<file path="src/rtl/controlador_es_pkg.sv">
// Shared types and constants for the I/O controller: FSM encoding and
// 7-segment font (active-high, bit 0 = segment a .. bit 6 = segment g).
package controlador_es_pkg;

    typedef enum logic [1:0] {
        EXECUTA        = 2'd0,
        ESPERA_ENTRADA = 2'd1,
        LIBERA         = 2'd2,
        HALT           = 2'd3
    } estado_t;

    localparam logic [15:0][6:0] SEG_HEX = {
        7'h71, 7'h79, 7'h5E, 7'h39, 7'h7C, 7'h77, 7'h6F, 7'h7F,
        7'h07, 7'h7D, 7'h6D, 7'h66, 7'h4F, 7'h5B, 7'h06, 7'h3F
    };

endpackage

</file>
<file path="src/rtl/decodificador_7seg.sv">
// Hex nibble to active-low 7-segment pattern.
module decodificador_7seg
    import controlador_es_pkg::*;
(
    input  logic [3:0] hex_i,
    output logic [6:0] seg_n_o
);

    assign seg_n_o = ~SEG_HEX[hex_i];

endmodule

</file>
<file path="src/rtl/controlador_es.sv">
// Processor I/O controller: stalls the CPU on IN until a debounced button
// press latches the switches, captures OUT values and drives four hex digits.
module controlador_es
    import controlador_es_pkg::*;
#(
    parameter int DEBOUNCE_CYCLES = 50000
) (
    input  logic        clock,
    input  logic        reset_n,
    input  logic        OpIn,
    input  logic        OpOut,
    input  logic        OpHalt,
    input  logic [27:0] display_in,
    input  logic [17:0] switches_in,
    input  logic        botao_n,
    output logic        cpu_enable,
    output logic [17:0] switches_out,
    output logic [27:0] valor_out,
    output logic [27:0] seg_n,
    output logic        led_espera,
    output logic        led_halt
);

    localparam int CW = (DEBOUNCE_CYCLES > 1) ? $clog2(DEBOUNCE_CYCLES) : 1;
    localparam logic [CW-1:0] CNT_MAX = CW'(DEBOUNCE_CYCLES - 1);

    logic          sync1_q, sync2_q;
    logic          deb_q, deb_d, deb_prev_q;
    logic [CW-1:0] cnt_q, cnt_d;
    logic          press;
    estado_t       estado_q, estado_d;
    logic [17:0]   sw_q, sw_d;
    logic [27:0]   valor_q, valor_d;

    always_comb begin
        deb_d = deb_q;
        cnt_d = cnt_q;
        if (sync2_q == deb_q) begin
            cnt_d = '0;
        end else if (cnt_q == CNT_MAX) begin
            deb_d = sync2_q;
            cnt_d = '0;
        end else begin
            cnt_d = cnt_q + CW'(1);
        end
    end

    // Pulse on the debounced 1->0 edge only, so a held button fires once.
    assign press = deb_prev_q & ~deb_q;

    always_comb begin
        estado_d   = estado_q;
        sw_d       = sw_q;
        valor_d    = valor_q;
        cpu_enable = 1'b0;
        case (estado_q)
            EXECUTA: begin
                cpu_enable = ~OpIn & ~OpHalt;
                if (OpOut && !OpHalt) valor_d = display_in;
                if (OpHalt)    estado_d = HALT;
                else if (OpIn) estado_d = ESPERA_ENTRADA;
            end
            ESPERA_ENTRADA: begin
                if (press) begin
                    sw_d     = switches_in;
                    estado_d = LIBERA;
                end
            end
            LIBERA: begin
                cpu_enable = 1'b1;
                estado_d   = EXECUTA;
            end
            default: estado_d = HALT;
        endcase
    end

    always_ff @(posedge clock or negedge reset_n) begin
        if (!reset_n) begin
            sync1_q    <= 1'b1;
            sync2_q    <= 1'b1;
            deb_q      <= 1'b1;
            deb_prev_q <= 1'b1;
            cnt_q      <= '0;
            estado_q   <= EXECUTA;
            sw_q       <= '0;
            valor_q    <= '0;
        end else begin
            sync1_q    <= botao_n;
            sync2_q    <= sync1_q;
            deb_q      <= deb_d;
            deb_prev_q <= deb_q;
            cnt_q      <= cnt_d;
            estado_q   <= estado_d;
            sw_q       <= sw_d;
            valor_q    <= valor_d;
        end
    end

    assign switches_out = sw_q;
    assign valor_out    = valor_q;
    assign led_espera   = (estado_q == ESPERA_ENTRADA);
    assign led_halt     = (estado_q == HALT);

    for (genvar i = 0; i < 4; i++) begin : g_dig
        decodificador_7seg u_dec (
            .hex_i  (valor_q[4*i +: 4]),
            .seg_n_o(seg_n[7*i +: 7])
        );
    end

endmodule

</file>
<file path="config.mk">
export PLATFORM = sky130hd
export DESIGN_NAME = controlador_es
export DESIGN_NICKNAME = d
export VERILOG_FILES = /design/src/rtl/controlador_es_pkg.sv /design/src/rtl/decodificador_7seg.sv /design/src/rtl/controlador_es.sv
export SDC_FILE = /design/constraint.sdc
export NUM_CORES = 1
export LEC_CHECK = 0
export CAP_MARGIN = 20
export CORE_ASPECT_RATIO = 1.2
export CORE_UTILIZATION = 27
export CTS_CLUSTER_SIZE = 16
export DETAILED_ROUTE_END_ITERATION = 7
export HOLD_SLACK_MARGIN = 0.05
export MAX_ROUTING_LAYER = met4
export PLACE_DENSITY = 0.61
export SYNTH_ARGS = -nofsm -noshare
export SYNTH_HDL_FRONTEND = slang
export SYNTH_HIERARCHICAL = 1
export SYNTH_SLANG_ARGS = --single-unit
</file>
<file path="constraint.sdc">
create_clock -name clock -period 3.2 [get_ports clock]
set_clock_uncertainty 0.05 [all_clocks]
set_input_delay 0.48 -clock clock [delete_from_list [all_inputs] [get_ports clock]]
set_output_delay 0.48 -clock clock [all_outputs]
set_load 0.05 [all_outputs]
</file>
# == After elaboration in Yosys (flattened, before gate mapping) ==
# Memories as Yosys holds them, arrays and structs flattened.
# Cells that the tools add are included.
# word_totals
ff_bits,68
romBits,448
in_bits,52
out_inout_bits,77
memories,4
# mem_list
memory,depth,word_bits,read_ports,rd_clocked_by_memory_dff,wr,line,text
(name not given),16,7,1,0,0,decodificador_7seg.sv:9,assign seg_n_o = ~SEG_HEX[hex_i];
(name not given),16,7,1,0,0,decodificador_7seg.sv:9,
(name not given),16,7,1,0,0,decodificador_7seg.sv:9,
(name not given),16,7,1,0,0,decodificador_7seg.sv:9,
# op_classes
addsub,1
order_cmp,4
n_eq_ne,7
mux,11
bitwise_logic,10
reduce_logical,7
# ops
op,n
16-bit 2-to-1 mux,2
7-bit 2-to-1 mux,4
7-bit inverter,4
"4-bit by 5-bit less-than comparator with 1-bit output, second input constant",4
"16-bit by 1-bit adder with 16-bit output, second input constant",1
"16-bit == test, second input constant",1
2-bit AND reduction,4
2-bit 2-to-1 mux,3
2-bit one-hot mux with 3 select lines,1
"2-bit == test, second input constant",2
1-bit inverter,4
"3-bit inequality test, second input constant",1
1-bit bitwise AND,2
"2-bit by 1-bit == test with 1-bit output, second input constant",1
2-bit logical NOT,1
"2-bit by 1-bit inequality test with 1-bit output, second input constant",1
1-bit one-hot mux with 2 select lines,1
1-bit == test,1
1-bit logical AND,1
1-bit logical NOT,1

# == Longest topological paths before layout ==
# logic_depth
ltp_word,4
ltp_mapped,6

# == Hierarchy ==
# The synthesis kept the hierarchy.
# modules_own_cells
mod,instances,cells_per_inst,area_per_inst_um2,seq_area_each_um2
controlador_es,1,202,2803.9,1706.6
decodificador_7seg (g_dig[0].u_dec ...),3,31,252.7,0.0
decodificador_7seg (g_dig[1].u_dec),1,34,249.0,0.0

# == Worst setup path after synthesis ==
# Ideal clock, no wire load.
# synth_path
path_type,register to output
startpoint,"register valor_q[8], in the netlist valor_out[8]"
endpoint,output seg_n[18]
arrival_time_ns,2.446
setup_slack_ns,0.224
stages_incl_launch_ff,5
path_cell_list,dfrtp_1 inv_1 ha_1 nor2b_1 o32ai_1
# synth_via
elab_chain_cells,3
# synth_rtl
element,line,text
start: declaration,controlador_es.sv:33,"logic [27:0] valor_q, valor_d;"
start signal: assignment,controlador_es.sv:95,valor_q <= valor_d;
memory 16 x 7 bit,n/a,
7-bit 2-to-1 mux (implied by the code),decodificador_7seg.sv:9,
7-bit inverter,decodificador_7seg.sv:9,
end: declaration,controlador_es.sv:19,"output logic [27:0] seg_n,"
# No other way between the ends. The select of a mux whose other input is x is not followed.

# == Worst setup path in the final report ==
# layout_path
startpoint,"register valor_q[9], in the netlist valor_out[9]"
endpoint,output seg_n[14]
# The elaborated chain is that of the path after synthesis.

==> run metrics <==
outcome=completed; VDD IR max=226.6 uV; Syn Inst Count=329; largest cells by area after synthesis=dfrtp_1 42%, mux2_2 14%, ha_1 9.5%; Crit Path Max Fanout=7; Yosys top cell area share=42.02%; largest net degree at the start of global routing=69; number of routed nets with antenna violations=0; syn_area_per_cell=approximately 12 sq um; Max Fclk=between 300 and 400 MHz; Residual DRC=0; Row Count=47; post-synthesis async set-or-reset flop share=100.0%; most instantiated cells after synthesis=64 x dfrtp_1, 47 x mux2_2, 30 x nor2_1, 29 x ha_1, 19 x nand2_1; placement-stage worst setup slack=0.4731 ns; leading area contributor after synthesis=dfrtp_1; unrepaired setup endpoints after global routing=false; Synth cell types=44; CP endpoint kind=output pin; CTS Buffer Depth=2; routed vias=2927; number of synthesized flops with an enable pin=0; WP data required=approximately 2.7 ns; mapped cell area=0.003811 sq mm; first-pass GRT wire length=14530 microns; Hold Crit Class=in2async; CTS Sinks=68; Total GRT Usage=between 10% and 20%; kind of cell adding the most delay to the critical path=buffers and inverters; core area=about 0.014 sq mm; most frequent cell after synthesis=dfrtp_1; Overflow after GRT=0; Via density=about 4.6; Net count, final=approximately 540; share of cells above drive strength 1=16.67%; Post-DP Area=0.005226 sq mm; Max Cap Viol=0; Skew-Pair Late Insertion Delay=0.33 ns; CTS Hold Bufs=0; fin worst setup slack=0.1771 ns; H-Tree Depth=3; crit-path cells=inv_1 > ha_1 > nor2b_1 > or3b_1 > o21ai_1 > clkdlybuf4s50_1; dpl hpwl=6225 microns; die width=110.5 microns; die area=0.01460 sq mm; # IOs=between 100 and 150; Iteration-0 DRC Markers=199; Tmin final=3.023 ns; crit share post-route=a little over nine tenths; CP max stage delay=0.82 ns; CP max stage cell=clkdlybuf4s50_1; Die Y-Extent=132.1 microns; Bufs and invs on worst path=2; GPL Wtd Cong=0.8469; top_reg_cell synth=dfrtp_1; initial antenna violation count=0; Ant. Diodes=0; Clk pin slew, worst setup/hold paths=roughly 0.050 ns; TritonCTS clock tree=built; DRT Pass-1 Iters=4; Slew Viols, Final=0; Ys Warns=6; Tot Pwr=1.936 mW; Initial Util=27.70%; critical path arrival=2.49 ns; Hold WS=0.2263 ns; Leak Pwr=2.370 nW; DRT Wirelength=8469 microns; Pwr Density=352.3 mW/mm^2; CP Class=reg2out; register area share after synthesis=44.78%; syn_nets=410; final-report setup violation count=0; root buf cell=clkbuf_16; number of port buffers=128; Area Growth Syn to Fin=44.22%; flops & latches, synth=68; vias in the first global route=2956; Final Hold Fails=0; WL per Instance=about 13 microns; CTS Buf Count=9; CP Launch Type=register; Fin Setup TNS=0 ns; slew margin rel.=37.68%; Slew @ Worst Pin=slightly above 0.9 ns; post-route design area=0.005497 sq mm
flip-flops by register name, indices dropped and copies added (netlist names):
name          count
deb_prev_q        1
deb_q             1
cnt_q            16
switches_out     18
estado_q          2
valor_out        28
sync2_q           1
sync1_q           1
worst paths after layout:
kind	from	endpoint	slack (ns)	cells after the start
max in group asynchronous	reset_n	cnt_q[5]	2.33	1
min	reset_n	switches_out[8]	0.23	1
max	valor_out[9]	seg_n[14]	0.18	6
min in group clock	sync1_q	sync2_q	0.30	0
max reg2reg	estado_q[1]	switches_out[15]	1.09	4
min reg2reg	sync1_q	sync2_q	0.30	0
cell families (layout without fill, tap and decap cells):
kind of cell,after synthesis,in the layout,share of synthesized area [%]
muxes,60,60,18.91
xor gates and xnor gates,13,13,2.988
and+or+nand+nor,98,98,13.85
adders and majority gates,29,29,9.521
AOI/OAI and AO/OA,32,32,5.942
buffers and inverters,29,162,4.005
DFF,68,68,44.78
per-stage QoR:
step	cells	util (%)
floorplan	329	-
global placement	617	37.98
detailed placement	617	37.98
CTS	633	39.91
global route	633	39.94
finish	633	39.94
layout make-up:
cell class | instances | area [sq um]
Fill cell | 1366 | 8264
Multi-Input combinational cell | 232 | 1952
Sequential cell | 68 | 1707
Timing Repair Buffer | 130 | 1299
Clock buffer | 13 | 250.2
Tap cell | 171 | 214.0
Inverter | 16 | 60.06
Clock inverter | 3 | 15.01
cells in the final DEF, fill, tap and decap left out, types with 5 or more instances in the layout:
| cell | netlist | layout |
|---|---|---|
| xnor2_1 | 7 | 7 |
| a31oi_1 | 5 | 5 |
| nand2b_1 | 6 | 6 |
| xor2_1 | 6 | 6 |
| mux2_2 | 47 | 47 |
| dfrtp_1 | 64 | 64 |
| nor2_1 | 30 | 30 |
| ha_1 | 29 | 29 |
| a22o_1 | 6 | 6 |
| nand2_1 | 19 | 19 |
| inv_1 | 16 | 16 |
| clkdlybuf4s50_1 | 0 | 125 |
| mux2i_1 | 9 | 9 |
| clkbuf_16 | 0 | 9 |
| o21ai_1 | 6 | 6 |
| nor2b_1 | 7 | 7 |
| nand3_1 | 6 | 6 |
repair_timing:
item,CTS,global route
endpoints found under the setup margin,0,2
setup buffers,0,0
gates resized for setup,0,2
per-layer routing:
layer | part of all wire [%] | global-route usage [%] | wire [microns]
met5 | 0 | - | 0
met4 | 0.90 | 3.778 | 76
met3 | 5.8 | 3.724 | 494
met2 | 50 | 21.08 | 4230
met1 | 43 | 14.65 | 3667
power breakdown:
part           switching (mW)  internal (mW)  total [mW]
logic                  0.0797         0.0843       0.164
clock network           0.342          0.541       0.884
registers              0.0106          0.878       0.888
total                   0.433           1.50        1.94
No activity file was read; power rests on OpenSTA's default activity.
